`config.mk`:
```
export PLATFORM = sky130hd
export DESIGN_NAME = cla_subtractor_seq_flat
export DESIGN_NICKNAME = d
export VERILOG_FILES = /design/src/rtl/cla_subtractor_seq_if.sv /design/src/rtl/cla_subtractor_seq.sv /design/src/flat_wrapper.sv
export SDC_FILE = /design/constraint.sdc
export NUM_CORES = 1
export LEC_CHECK = 0
export CAP_MARGIN = 20
export CORE_AREA = 2 2 50 75
export DETAILED_ROUTE_END_ITERATION = 10
export DIE_AREA = 0 0 52 77
export GPL_TIMING_DRIVEN = 0
export PLACE_DENSITY = 0.84
export SLEW_MARGIN = 0
export SYNTH_ARGS = -nofsm -noshare
export SYNTH_HDL_FRONTEND = slang
export SYNTH_SLANG_ARGS = --single-unit
```
`constraint.sdc`:
```
create_clock -name clk -period 2.85 [get_ports clk]
set_clock_uncertainty 0.05 [all_clocks]
set_input_delay 0.7125 -clock clk [delete_from_list [all_inputs] [get_ports clk]]
set_output_delay 0.7125 -clock clk [all_outputs]
set_load 0.05 [all_outputs]
```
`src/rtl/cla_subtractor_seq_if.sv`:
```
// Operand/result handshake bundle for the chunked CLA subtractor.
// The slave side is the subtractor; the master side is the operand source plus the result consumer.
interface cla_subtractor_seq_if #(
    parameter int unsigned BITS = 8
);
    logic            in_valid;
    logic            in_ready;
    logic [BITS-1:0] A;
    logic [BITS-1:0] B;
    logic            Bin;
    logic            out_valid;
    logic            out_ready;
    logic [BITS-1:0] Diff;
    logic            Bout;
    logic            Ovf;
    logic            Zero;

    modport slave (
        input  in_valid, A, B, Bin, out_ready,
        output in_ready, out_valid, Diff, Bout, Ovf, Zero
    );

    modport master (
        output in_valid, A, B, Bin, out_ready,
        input  in_ready, out_valid, Diff, Bout, Ovf, Zero
    );
endinterface

```
`src/rtl/cla_subtractor_seq.sv`:
```
// Multi-cycle subtractor: Diff = A + ~B + ~Bin, resolved one chunk-bit lookahead slice per cycle.
// The carry between slices is held in a register, and the borrow out is the inverted final carry.
//
// state | meaning
// IDLE  | in_ready high, waiting for an operand bundle
// RUN   | one slice per cycle, with idx running from 0 to NCH-1
// DONE  | out_valid high, result held until out_ready
module cla_subtractor_seq #(
    parameter int unsigned bits  = 8,
    parameter int unsigned chunk = 4
) (
    input  logic                  clk,
    input  logic                  rst_n,
    cla_subtractor_seq_if.slave   sub_if
);
    localparam int unsigned NCH  = (chunk == 0) ? 1 : bits / chunk;
    localparam int unsigned IDXW = (NCH > 1) ? $clog2(NCH) : 1;
    localparam logic [IDXW-1:0] LAST = IDXW'(NCH - 1);
    localparam int unsigned MSB  = bits - 1;

    if ((chunk == 0) || (chunk > bits) || ((bits % chunk) != 0)) begin : g_bad_param
        $error("cla_subtractor_seq: bits must be a nonzero multiple of chunk");
    end

    typedef enum logic [1:0] {
        IDLE = 2'd0,
        RUN  = 2'd1,
        DONE = 2'd2
    } state_t;

    state_t              state_q;
    logic [bits-1:0]     a_q;
    logic [bits-1:0]     nb_q;
    logic                carry_q;
    logic [IDXW-1:0]     idx_q;
    logic [bits-1:0]     diff_q;
    logic                bout_q;
    logic                ovf_q;
    logic                zero_q;
    logic                in_ready_q;
    logic                out_valid_q;

    logic [chunk-1:0]    a_sl;
    logic [chunk-1:0]    b_sl;
    logic [chunk-1:0]    g;
    logic [chunk-1:0]    p;
    logic [chunk:0]      c;
    logic [chunk-1:0]    sum_sl;
    logic [bits-1:0]     diff_d;
    logic [31:0]         base;
    logic                term;
    logic                prod;

    // Every carry is expanded into a flat sum of products of g and p.
    // None of them waits on the carry of the bit below.
    always_comb begin
        base   = 32'(idx_q) * chunk;
        a_sl   = a_q[base +: chunk];
        b_sl   = nb_q[base +: chunk];
        g      = a_sl & b_sl;
        p      = a_sl ^ b_sl;
        c      = '0;
        c[0]   = carry_q;
        term   = 1'b0;
        prod   = 1'b0;
        for (int i = 0; i < int'(chunk); i++) begin
            term = g[i];
            prod = p[i];
            for (int j = i - 1; j >= 0; j--) begin
                term = term | (prod & g[j]);
                prod = prod & p[j];
            end
            c[i+1] = term | (prod & carry_q);
        end
        sum_sl = p ^ c[chunk-1:0];
        diff_d = diff_q;
        diff_d[base +: chunk] = sum_sl;
    end

    always_ff @(posedge clk or negedge rst_n) begin
        if (!rst_n) begin
            state_q     <= IDLE;
            a_q         <= '0;
            nb_q        <= '0;
            carry_q     <= 1'b0;
            idx_q       <= '0;
            diff_q      <= '0;
            bout_q      <= 1'b0;
            ovf_q       <= 1'b0;
            zero_q      <= 1'b0;
            in_ready_q  <= 1'b0;
            out_valid_q <= 1'b0;
        end else begin
            case (state_q)
                IDLE: begin
                    if (sub_if.in_valid && in_ready_q) begin
                        a_q        <= sub_if.A;
                        nb_q       <= ~sub_if.B;
                        carry_q    <= ~sub_if.Bin;
                        idx_q      <= '0;
                        in_ready_q <= 1'b0;
                        state_q    <= RUN;
                    end else begin
                        in_ready_q <= 1'b1;
                    end
                end
                RUN: begin
                    diff_q  <= diff_d;
                    carry_q <= c[chunk];
                    if (idx_q == LAST) begin
                        bout_q      <= ~c[chunk];
                        // B's sign bit is the inverse of the stored ~B.
                        ovf_q       <= (a_q[MSB] ^ ~nb_q[MSB]) & (a_q[MSB] ^ diff_d[MSB]);
                        zero_q      <= (diff_d == '0);
                        idx_q       <= '0;
                        out_valid_q <= 1'b1;
                        state_q     <= DONE;
                    end else begin
                        idx_q <= idx_q + 1'b1;
                    end
                end
                DONE: begin
                    if (sub_if.out_ready) begin
                        out_valid_q <= 1'b0;
                        in_ready_q  <= 1'b1;
                        state_q     <= IDLE;
                    end
                end
                default: begin
                    state_q     <= IDLE;
                    in_ready_q  <= 1'b0;
                    out_valid_q <= 1'b0;
                end
            endcase
        end
    end

    assign sub_if.in_ready  = in_ready_q;
    assign sub_if.out_valid = out_valid_q;
    assign sub_if.Diff      = diff_q;
    assign sub_if.Bout      = bout_q;
    assign sub_if.Ovf       = ovf_q;
    assign sub_if.Zero      = zero_q;
endmodule

```
`src/flat_wrapper.sv`:
```
// flat-port wrapper written by rule: the top's interface ports become plain ports
module cla_subtractor_seq_flat 
#(
    parameter int unsigned bits  = 8,
    parameter int unsigned chunk = 4
)
  (clk, rst_n, sub_if_in_valid, sub_if_A, sub_if_B, sub_if_Bin, sub_if_out_ready, sub_if_in_ready, sub_if_out_valid, sub_if_Diff, sub_if_Bout, sub_if_Ovf, sub_if_Zero);
  cla_subtractor_seq_if #(.BITS(8)) sub_if_i ();
  input  logic clk;
  input  logic rst_n;
  input wire logic [$bits(sub_if_i.in_valid)-1:0] sub_if_in_valid;
  input wire logic [$bits(sub_if_i.A)-1:0] sub_if_A;
  input wire logic [$bits(sub_if_i.B)-1:0] sub_if_B;
  input wire logic [$bits(sub_if_i.Bin)-1:0] sub_if_Bin;
  input wire logic [$bits(sub_if_i.out_ready)-1:0] sub_if_out_ready;
  output wire logic [$bits(sub_if_i.in_ready)-1:0] sub_if_in_ready;
  output wire logic [$bits(sub_if_i.out_valid)-1:0] sub_if_out_valid;
  output wire logic [$bits(sub_if_i.Diff)-1:0] sub_if_Diff;
  output wire logic [$bits(sub_if_i.Bout)-1:0] sub_if_Bout;
  output wire logic [$bits(sub_if_i.Ovf)-1:0] sub_if_Ovf;
  output wire logic [$bits(sub_if_i.Zero)-1:0] sub_if_Zero;
  assign sub_if_i.in_valid = sub_if_in_valid;
  assign sub_if_i.A = sub_if_A;
  assign sub_if_i.B = sub_if_B;
  assign sub_if_i.Bin = sub_if_Bin;
  assign sub_if_i.out_ready = sub_if_out_ready;
  assign sub_if_in_ready = sub_if_i.in_ready;
  assign sub_if_out_valid = sub_if_i.out_valid;
  assign sub_if_Diff = sub_if_i.Diff;
  assign sub_if_Bout = sub_if_i.Bout;
  assign sub_if_Ovf = sub_if_i.Ovf;
  assign sub_if_Zero = sub_if_i.Zero;
  cla_subtractor_seq #(.bits(bits), .chunk(chunk)) u_core (.clk(clk), .rst_n(rst_n), .sub_if(sub_if_i));
endmodule
```
---- After elaboration in Yosys (flattened, before gate mapping) ----
Index checks and enable logic that the tools add are counted.
storage, ports and cells
  flip-flop bits (word level) ............. 33
  input port bits ......................... 21
operators by class
  eq/ne operators ......................... 5
  reductions and logical operators ........ 10
  shift operators ......................... 4
  add/sub/neg operators ................... 2
  multiplexer cells ....................... 16
  bitwise logic cells ..................... 38
operator list
  operator                                               count
  negation 3 -> 34 bit                                   1
  variable shift 4 x 34 -> 8 bit (first input constant)  1
  variable part select 4 x 34 -> 8 bit                   1
  bitwise AND 1 bit                                      17
  variable part select 8 x 4 -> 4 bit                    2
  OR 1 bit                                               10
  bitwise mux 8 bit                                      1
  logical NOT 8 bit                                      1
  inverter 8 bit                                         1
  AND reduction 2 bit                                    4
  XOR 4 bit                                              2
  2-to-1 mux 1 bit                                       7
  2-to-1 mux 2 bit                                       3
  one-hot mux 1 bit (3 select lines)                     2
  one-hot mux 2 bit (3 select lines)                     1
  AND reduction 3 bit                                    2
  inverter 1 bit                                         5
  bitwise AND 4 bit                                      1
  != test 2 x 1 -> 1 bit (second input constant)         2
  one-hot mux 1 bit (2 select lines)                     2
  equality test 2 x 1 -> 1 bit (second input constant)   1
  equality test 2 bit (second input constant)            1
  logical NOT 2 bit                                      1
  != test 2 bit (second input constant)                  1
  other kinds (4)                                        5

---- Longest topological paths before layout ----
  depth after elaboration ................. 11
  gate-level depth with buffers ........... 9

---- Worst setup path after synthesis ----
No wires, ideal clock.
  kind .................................... register to register
  start point ............................. register u_core.idx_q
  end point ............................... register u_core.ovf_q, in the netlist u_core.sub_if.Ovf
  setup slack ............................. 0.529 ns
  clock period less this slack ............ 2.321 ns
  arrival ................................. 2.147 ns
  stages on the path, launching flop included .. 9
  required time ........................... 2.676 ns
  path buffers ............................ 1
  library setup time ...................... 0.124 ns
  cell sequence ........................... dfrtp_1 > buf_2 > mux2_2 > ha_1 > a41oi_1 > o21ai_2 > xnor2_2 > nor3b_1 > a211o_1
between the ends
  word-level cells in the longest chain between the ends .. 11
  elaborated cells between the ends (all ways) .. 27
  those cells by class .................... add/sub (1); shift (4); mux (1); bitwise (20); reduce/logical (1)
RTL lines
  what                                                           line                                                source
  from (decl)                                                    cla_subtractor_seq.sv:35                            logic [IDXW-1:0] idx_q;
  from (signal assigned)                                         cla_subtractor_seq.sv:119                           idx_q <= idx_q + 1'b1;
  variable part select 8 x 4 -> 4 bit, on equally long branches  cla_subtractor_seq.sv:58, cla_subtractor_seq.sv:59
  XOR 4 bit or bitwise AND 4 bit (tied branches)                 cla_subtractor_seq.sv:61, cla_subtractor_seq.sv:60
  bitwise AND 1 bit, on equally long branches                    cla_subtractor_seq.sv:70, cla_subtractor_seq.sv:71
  OR 1 bit, or another cell as far along                         cla_subtractor_seq.sv:70                            term = term | (prod & g[j]);
  OR 1 bit or bitwise AND 1 bit (tied branches)                  cla_subtractor_seq.sv:70, cla_subtractor_seq.sv:73
  OR 1 bit                                                       cla_subtractor_seq.sv:73                            c[i+1] = term | (prod & carry_q);
  XOR 4 bit                                                      cla_subtractor_seq.sv:75                            sum_sl = p ^ c[chunk-1:0];
  variable part select 4 x 34 -> 8 bit                           cla_subtractor_seq.sv:77                            diff_d[base +: chunk] = sum_sl;
  bitwise mux 8 bit                                              cla_subtractor_seq.sv:77
  XOR 1 bit                                                      cla_subtractor_seq.sv:113                           ovf_q <= (a_q[MSB] ^ ~nb_q[MSB]) & (a_q[MSB] ^ diff_d[MSB]);
  bitwise AND 1 bit                                              cla_subtractor_seq.sv:113
  to (signal assigned)                                           cla_subtractor_seq.sv:113
  to (decl)                                                      cla_subtractor_seq.sv:38                            logic ovf_q;
Parallel ways exist; a longest one is shown, timed or not.
A chain may end at the register's enable or synchronous reset.

---- Worst setup path after layout ----
Same ends and word-level chain as after synthesis.

==> results.cfg <==
[run_status]
status = finished, final reports clean

[layout]
final_common_cell = nand2_1
n_antenna_cell = 0
mostFrequentLayoutCells = nand2_1 (49), dfrtp_1 (33), clkdlybuf4s50_1 (32)
syn_to_final_growth_pct = 28.68
nets = 222
drive_gt1_share_pct = 15.82

[synthesis]
yosysWarnings = 0
synth.avg_cell_area_sq_um = 10.30
synth_compound_area_share_pct = 12.46
synth_simple_gate_area_share_pct = 17.95
syn-instance-count = 155
synth_nets = 182
synth_area_sq_um = 1597
synth_mux_area_share_pct = 6.191
synth_xor_area_share_pct = 2.116
yosys.area.top_type_share_pct = 51.72
synth_ff_type = dfrtp_1
synth_top_family_by_area = simple AND/OR/NAND/NOR gates
async_flop_share_pct = 100.0
yosys.cell_types.count = 35
ys_seq_area_share_pct = 51.72
synthAdderAreaFrac_pct = 5.172
ys_ff_latch = 33
synth_top_area_cell = dfrtp_1
synth_edf_count = 0
ys_top_cells_by_area = dfrtp_1 (52%), nand2_1 (12%), mux2_2 (4.9%)

[setup_path]
regToRegSetupSlack_ns = 0.30
r2r_end = u_core.sub_if.Ovf$_DFFE_PN0P_
critPathMaxFanout = 10
reg2reg_from = u_core.idx_q$_DFFE_PN0P_
timing_worst_setup_path_type = reg -> reg
worst-r2r-cell-count = 9
cp-start-kind = register
cp.required_ns = 2.96
worst_ep_arrival_time_ns = 2.67
endpoint_kind = register

[cts]
cts_hold_repair.buffers = 0
cts_buffer_depth = 2
htreeDepth = 2
cts_resized = 0
post-cts-setup-buffer-count = 0
cts_buffers = 5
cts.sinks = 33
clk_pin_slew_ns = 0.06
root_buffer = clkbuf_8
clkLatencyLatePin_ns = 0.28
cts_tree = built

[global_route]
grt_pass1_vias = 1244
grt-ovfl-total = 0
grt_antenna_before_repair = 0
grt_max_degree = 34
grt_pass1_wl_um = 5230
grt_use_total_pct = 17.61

[pwr]
cellInternalPower_uw = 1526
switchingPower_uw = 1275
leakage_uw = 0.0009619
p_sw_share_pct = 45.51
clkPwrFrac_pct = 11.7
comb_power_share_pct = 58.1
power_density_nw_per_um2 = 1363
peakVddDrop_uv = 739.3
seq_power_share_pct = 30.2

[sta]
drv_slew = 0
rsz0062_at_grt = no
max-slew-margin-rel_pct = 52.23
clock.fmax_mhz = 391.6
min_period_ns = 2.554
timing.hold.ws_ns = 0.4268
setup_tns_ns = 0
finalSetupViolations = 0
worst_pin_slew_ns = 0.7166
fin_crit_sh_pct = 89.61
hold_viol = 0

[route]
ant_nets = 0
wirelength_um = 2933
viasPerCell = 5.063
first_pass_iters = 4
drt_iter0_drc = 24
route.detailed.drc = 0
vias = 1205
wl_per_cell_um = 12.32

[floorplanning]
start_util_pct = 47.65
core_area_sq_um = 3351
io_pins = 34
rows = 26
dieArea_sq_um = 4004
die_x_um = 52
die_y_um = 77

[placement]
gp_congestion = 0.8082
dp_hpwl_um = 2159
numPortBuffers = 33

[min_path]
min_from = u_core.a_q[5]$_DFFE_PN0P_
hold_path_depth = 2
min_to = u_core.a_q[5]$_DFFE_PN0P_
hp-class = reg -> reg

[job]
max_cap_violations = 0
-- critical path, cell delays in order (launching register included) --
cell,delay (ns)
dfrtp_1,0.39
buf_2,0.28
mux2i_1,0.34
inv_1,0.11
ha_1,0.32
a41oi_1,0.24
o21ai_2,0.12
xnor2_2,0.18
nor3b_1,0.15
a211o_1,0.26
-- cell usage after synthesis, drive strengths merged, types with 2 or more instances --
library cell  number
a21oi              4
buf                5
dfrtp             33
ha                 5
inv                5
mux2               7
mux2i              2
nand2             50
nand2b             2
nor2               4
nor3b              2
o21ai             19
xnor2              2
-- kinds of logic after synthesis --
logic type      count (synthesis)
buf+inv                        11
compound gates                 29
mux                             9
flops                          33
simple gates                   64
xor+xnor                        3
fa+ha+maj                       6
-- through the flow --
stage	cell area [sq um]	cells	total power [uW]	setup slack, ns	util, %
floorplan	1597	155	2048	0.5289	-
global placement	1979	230	2449	0.3146	59.07
detailed placement	1974	230	2482	0.2849	58.92
CTS	2054	238	2832	0.2686	61.31
global route	2054	238	3027	0.1361	61.31
finish	2054	238	2800	0.2961	61.31
-- state kept, by name, indices dropped and copies added, names as in the netlist --
register,cells
u_core.sub_if.Zero,1
u_core.state_q,2
u_core.sub_if.in_ready,1
u_core.nb_q,8
u_core.sub_if.out_valid,1
u_core.sub_if.Bout,1
u_core.idx_q,1
u_core.sub_if.Ovf,1
u_core.a_q,8
u_core.carry_q,1
u_core.sub_if.Diff,8
-- power groups by stage --
stage / Clock, uW / Combinational [uW] / Sequential (uW)
final: 328 / 1630 / 846
after global routing: 361 / 1790 / 879
after CTS: 339 / 1640 / 848
after detailed placement: 0 / 1630 / 853
after global placement: 0 / 1600 / 846
after floorplan: 0 / 944 / 1100
-- layer usage --
layer  vias to the layer above  share of wire, %  GRT usage (%)  wire length [um]
li1                        599                 -              -                 -
met1                       576                41          18.66              1193
met2                        23                53          30.76              1557
met3                         7               3.5          4.669               104
met4                         0               2.6          8.684                77
met5                         -                 0              0                 0
-- how the worst max path moves through the flow --
stage | start | to | slack (ns) | depth (start not counted)
2_1_floorplan | u_core.idx_q$_DFFE_PN0P_ | u_core.sub_if.Ovf$_DFFE_PN0P_ | 0.53 | 8
3_3_place_gp | u_core.idx_q$_DFFE_PN0P_ | u_core.sub_if.Ovf$_DFFE_PN0P_ | 0.31 | 9
3_5_place_dp | u_core.idx_q$_DFFE_PN0P_ | u_core.sub_if.Ovf$_DFFE_PN0P_ | 0.28 | 9
4_1_cts | u_core.idx_q$_DFFE_PN0P_ | u_core.sub_if.Ovf$_DFFE_PN0P_ | 0.27 | 9
5_1_grt | u_core.idx_q$_DFFE_PN0P_ | u_core.sub_if.Ovf$_DFFE_PN0P_ | 0.14 | 9
6_report | u_core.idx_q$_DFFE_PN0P_ | u_core.sub_if.Ovf$_DFFE_PN0P_ | 0.30 | 9
-- layout make-up --
class                      instances  area [sq um]
fill                             295          1296
sequential                        33         825.8
multi-input combinational        111         700.7
timing repair buffer              33         325.3
clock buffer                       8         80.08
tap                               42         52.55
buffer                             6         51.30
inverter                           5         18.77
Note: power is estimated with default switching activity, not from simulation.
==> patch 1 (config.mk and constraints unchanged) <==
The 3 states of `state_t` get a one-hot encoding in 3 bits.
--- a/src/rtl/cla_subtractor_seq.sv
+++ b/src/rtl/cla_subtractor_seq.sv
@@ -24,6 +24,6 @@
 
-    typedef enum logic [1:0] {
-        IDLE = 2'd0,
-        RUN  = 2'd1,
-        DONE = 2'd2
+    typedef enum logic [2:0] {
+        IDLE = 3'b001,
+        RUN  = 3'b010,
+        DONE = 3'b100
     } state_t;
Behaviour: no difference found for any inputs over 10 cycles, from zero or initial values and one cycle with rst_n low; not proved beyond that.
==> patch 1 against the original RTL <==
- non-clock buffer count up 2
- power down 8.0%
- final area up 7.2%
- critical endpoint is now u_core.sub_if.Zero
- area after synthesis up 8.5%
- largest power group unchanged
- routed wire length up 6.2%
- highest routed layer unchanged
- worst setup slack worse by 0.11 ns
- die area unchanged
- sequential cell count up 1
==> patch 1: results (changes against the original RTL) <==
| Metric | Value |
|---|---|
| Outcome | finished, final reports clean |
| Total Wirelength | 3.12 mm (+6.2%) |
| Synth area leaders | dfrtp_1 (48%), nand2_1 (10%), o21ai_2 (5.6%), mux2_2 (4.6%), ha_1 (3.6%) |
| R2R depth | 8 (-1) |
| Max incr delay on CP | 0.46 ns (+0.07 ns) |
| Vias per cell | 5.12 (+1.1%) |
| Net Count, Synth | 202 (+11%) |
| Root Buffer | clkbuf_8 |
| Largest net degree at the start of global routing | 35 (+2.9%) |
| Int Pwr | 1.44 mW (-5.4%) |
| Clk Latency, worst-skew pair | roughly 0.29 ns |
| Placer Congestion | 0.777 (-3.8%) |
| Most common cell in the netlist | nand2_1 |
| Layout Nets | 242 (+9.0%) |
| Synth Flop Type | dfrtp_1 |
| Most instantiated cells after synthesis | nand2_1 (48), dfrtp_1 (33), nor2_1 (11), o21ai_2 (11) |
| Clock transition at path regs | 0.07 ns |
| Post-synthesis sequential area ratio | 0.492 (-0.0252) |
| Share of layout cells above drive strength 1 | 0.171 (+0.0131) |
| Crit path arrival time | 2.79 ns (+0.12 ns) |
| Leakage | 1.01 nW (+4.7%) |
| Port buffer count | 33 (unchanged) |
| Beginning of the worst register-to-register path | u_core.idx_q |
| CTS H-tree depth | 2 (unchanged) |
| Grt total ovfl | 0 (unchanged) |
| VDD IR-drop max | 0.728 mV (-1.5%) |
| Setup CP Type | flip-flop to flip-flop |
| Slowest cell on the critical path | or3_1 |
| Cts bufs inserted | 5 (unchanged) |
| Iter 0 DRT Violations | 16 (-33%) |
| CTS Buffer Depth | 2 (unchanged) |
| YS warnings | 0 (unchanged) |
| Largest delay share family, worst path | simple AND/OR/NAND/NOR gates |
| Diodes inserted | 0 (unchanged) |
| Hold Path Class | primary input to async pin |
| Initial antenna violation count | 0 (unchanged) |
| Endpoints failing setup | 0 (unchanged) |
| Ys async rst share | 1.00 (unchanged) |
| Slew HR | 0.524 (+0.00214) |
| Critical-path maximum fanout | 10 (unchanged) |
| Placed wire-length estimate | 2.35 mm (+8.7%) |
| First-pass GRT wire length | 5.68 mm (+8.6%) |
| Total GRT Usage | 0.192 (+0.0154) |
| Synth unique cells | 42 (+20%) |
patch 1: cell count changes after synthesis, moves of 2 or more:
cell	before	now
nor2_1	4	11
buf_2	2	0
or3_1	0	3
o21ai_2	9	11
a21oi_1	4	7
buf_6	2	4
o21ai_0	10	7
a211oi_1	0	2
patch 1: area by class of cell:
| cell class | count | area (um2) |
|---|---|---|
| timing repair buffer | 33 | 325 |
| inverter | 5 | 18.8 |
| fill | 294 | 1150 |
| clock buffer | 7 | 86.3 |
| multi-input combinational | 128 | 796 |
| tap | 42 | 52.6 |
| clock inverter | 1 | 5.00 |
| buffer | 8 | 66.3 |
| sequential | 34 | 852 |
patch 1: final timing paths:
| kind | to | slack [ns] |
|---|---|---|
| max | u_core.sub_if.Zero | 0.19 |
| min | u_core.sub_if.in_ready | 0.42 |
| max reg2reg | u_core.sub_if.Zero | 0.19 |
| min reg2reg | u_core.a_q[3] | 0.43 |
| max in group asynchronous | u_core.nb_q[7] | 1.87 |
| min in group clk | u_core.a_q[3] | 0.43 |
patch 1: cell families (layout without fill, tap and decap cells):
kind of cell | Yosys count | in the layout | share of synthesized area
AOI/OAI and AO/OA | 37 | 37 | 0.147
xor gates and xnor gates | 2 | 2 | 0.0101
muxes | 9 | 9 | 0.0571
adders and majority gates | 6 | 6 | 0.0477
and+or+nand+nor | 74 | 74 | 0.197
DFF | 34 | 34 | 0.492
buffers and inverters | 13 | 54 | 0.0484
patch 1: power groups by stage:
stage | Sequential (mW) | Combinational (mW) | Clock [mW]
6_report | 0.805 | 1.41 | 0.363
5_1_grt | 0.834 | 1.58 | 0.386
4_1_cts | 0.807 | 1.43 | 0.371
3_5_place_dp | 0.815 | 1.42 | 0
3_3_place_gp | 0.808 | 1.40 | 0
2_1_floorplan | 1.02 | 0.843 | 0
patch 1: what timing repair did:
| item | in CTS | in global routing |
|---|---|---|
| setup buffers | 0 | 0 |
| resized for setup | 1 | 0 |
| endpoints found under the setup margin | 1 | 0 |
patch 1: per-layer routing:
| metal | global-route usage | routed length (um) | up-vias |
|---|---|---|---|
| li1 | - | - | 674 |
| met1 | 0.224 | 1250 | 612 |
| met2 | 0.316 | 1680 | 27 |
| met3 | 0.0525 | 119 | 7 |
| met4 | 0.0868 | 73 | 0 |
| met5 | 0 | 0 | - |
patch 1: per-stage QoR:
step           hold WS (ns)  worst slack [ns]  setup TNS (ns)  cell area, um2  cells
2_1_floorplan         0.367             0.351               0            1730    175
3_3_place_gp          0.404           -0.0413         -0.0413            2110    250
3_5_place_dp          0.409           -0.0356         -0.0356            2110    250
4_1_cts               0.425             0.168               0            2200    258
5_1_grt               0.443            0.0199               0            2200    258
6_report              0.421             0.188               0            2200    258
==> patch 2 (config.mk and constraints unchanged) <==
Made on the original files. `chunk` is set to 4 in 2 places; all go to 8.
--- a/src/rtl/cla_subtractor_seq.sv
+++ b/src/rtl/cla_subtractor_seq.sv
@@ -9,3 +9,3 @@
     parameter int unsigned bits  = 8,
-    parameter int unsigned chunk = 4
+    parameter int unsigned chunk = 8
 ) (
--- a/src/flat_wrapper.sv
+++ b/src/flat_wrapper.sv
@@ -4,3 +4,3 @@
     parameter int unsigned bits  = 8,
-    parameter int unsigned chunk = 4
+    parameter int unsigned chunk = 8
 )
Behaviour: not the same (Yosys sat finds a counterexample within 4 cycles, from zero or initial values and one cycle with rst_n low).
==> patch 2 against the original RTL <==
- final area rose by 5.4%
- clock power rose by 12%
- routed wire length rose by 2.7%
- sequential cell count fell by 1
- worst setup slack improved by 0.29 ns
- cell count rose by 3.8%
- largest power group unchanged
- hold slack improved by 0.0018 ns
- register-to-register slack improved by 0.44 ns
- power rose by 4.9%
- area after synthesis rose by 3.8%
- combinational power rose by 8%
==> patch 2: results (changes against the original RTL) <==
| Metric | Value |
|---|---|
| Diodes inserted | 0 (unchanged) |
| Ys async rst share | 1.00 (unchanged) |
| Syn avg cell area | 10.1 um2 (-1.9%) |
| Most instantiated cells after synthesis | nand2_1 (42), dfrtp_1 (32), o21ai_0 (16) |
| Iter 0 DRT Violations | 19 (-21%) |
| CP Depth | 1 (-8) |
| Post-synthesis sequential area ratio | 0.483 (-0.0342) |
| Slew @ Worst Pin | 0.623 ns (-0.0932 ns) |
| Hold Crit Endpoint | u_core.sub_if.Ovf |
| Filler cells | 264 (-11%) |
| Slowest cell on the critical path | clkdlybuf4s50_1 |
| Beginning of the worst register-to-register path | u_core.nb_q[0] |
| Clk Latency, worst-skew pair | 0.28 ns (about the same) |
| YS warnings | 0 (unchanged) |
| Number of global-route vias before repair | 1284 (+3.2%) |
| Placed wire-length estimate | 2.47 mm (+14%) |
| Total GRT Usage | 0.185 (+0.00866) |
| Crit path arrival time | 1.50 ns (-1.17 ns) |
| VDD IR-drop max | 0.662 mV (-10%) |
| HP Start | u_core.sub_if.Ovf |
| Placer Congestion | 0.853 (+5.5%) |
| CTS H-tree depth | 2 (unchanged) |
| First-pass GRT wire length | 5.49 mm (+5.0%) |
| R2R depth | 6 (-3) |
| Largest delay share family, worst path | buffers and inverters |
| Outcome | finished, final reports clean |
| Routed length per instance | 12.2 um (-1.1%) |
| Reg2reg end | u_core.sub_if.Zero |
| Fin cells | 247 (+3.8%) |
| Placed cells | 240 (+4.3%) |
| Hold Path Stages | 2 (unchanged) |
| Synth area leaders | dfrtp_1 (48%), nand2_1 (9.5%), ha_1 (6.0%), o21ai_0 (4.8%), xnor2_1 (2.1%) |
| Net Count, Synth | 194 (+6.6%) |
| Max incr delay on CP | 0.82 ns (+0.43 ns) |
| # resized after CTS | 0 (unchanged) |
| Placed cell area | 2070 um2 (+4.8%) |
| Vias per cell | 5.17 (+2.1%) |
| Synth Flop Type | dfrtp_1 |
| Port buffer count | 33 (unchanged) |
| Share of layout cells above drive strength 1 | 0.0976 (-0.0606) |
| Leakage | 0.977 nW (+1.6%) |
| Critical-path maximum fanout | 4 (-6) |
| Largest net degree at the start of global routing | 22 (-35%) |
| Synth unique cells | 41 (+17%) |
| R2R Setup Slk | 0.74 ns (+0.44 ns) |
[patch 2: changes by cell type in the layout (fill, tap and decap cells not counted), moves of 4 or more]
cell,change
mux2_2,-5
nor2_1,+4
o21ai_0,+6
nand2_1,-7
o21ai_2,-9
o21bai_1,+4
[patch 2: per-layer routing]
metal | vias to the layer above | part of all wire | routed length [um] | global-route usage
met5 | - | 0 | 0 | 0
met4 | 0 | 0.039 | 118 | 0.113
met3 | 9 | 0.029 | 88 | 0.0409
met2 | 25 | 0.54 | 1630 | 0.315
met1 | 601 | 0.39 | 1170 | 0.198
li1 | 642 | - | - | -
[patch 2: worst min-delay path: stages (launching register included)]
cell and delay (ns):
dfrtp_1 0.34, nand2_1 0.05, o31ai_1 0.05
[patch 2: through the flow]
step | total power [mW] | setup WS, ns | hold slack [ns]
after floorplan | 2.16 | 0.874 | 0.367
after global placement | 2.53 | 0.468 | 0.410
after detailed placement | 2.60 | 0.654 | 0.415
after CTS | 2.97 | 0.582 | 0.428
after global routing | 3.18 | 0.525 | 0.457
final | 2.94 | 0.591 | 0.429
[patch 2: area by class of cell]
class / instances / area (um2) / share of cell area
Multi-Input combinational cell: 123 / 815 / 0.376
Inverter: 3 / 11.3 / 0.00520
Tap cell: 42 / 52.6 / 0.0243
Timing Repair Buffer: 34 / 358 / 0.165
Clock buffer: 7 / 96.3 / 0.0445
Sequential cell: 32 / 801 / 0.370
Buffer: 6 / 31.3 / 0.0145
[patch 2: kinds of logic after synthesis]
logic type,count (synthesis),share of synthesized area
simple gates,63,0.166
compound gates,40,0.191
flops,32,0.483
buf+inv,9,0.0257
fa+ha+maj,9,0.0725
xor+xnor,8,0.0423
mux,3,0.0196
[patch 2: worst max path at each step]
| stage | end | start |
|---|---|---|
| final | sub_if_in_ready | u_core.sub_if.in_ready |
| after global routing | sub_if_in_ready | u_core.sub_if.in_ready |
| after CTS | sub_if_in_ready | u_core.sub_if.in_ready |
| after detailed placement | u_core.sub_if.in_ready | sub_if_in_valid |
| after global placement | u_core.sub_if.Bout | rst_n |
| after floorplan | u_core.carry_q | u_core.nb_q[0] |
[patch 2: where the power goes]
| group | switching [mW] | internal [mW] |
|---|---|---|
| registers | 0.144 | 0.668 |
| clock network | 0.154 | 0.215 |
| logic | 1.02 | 0.740 |
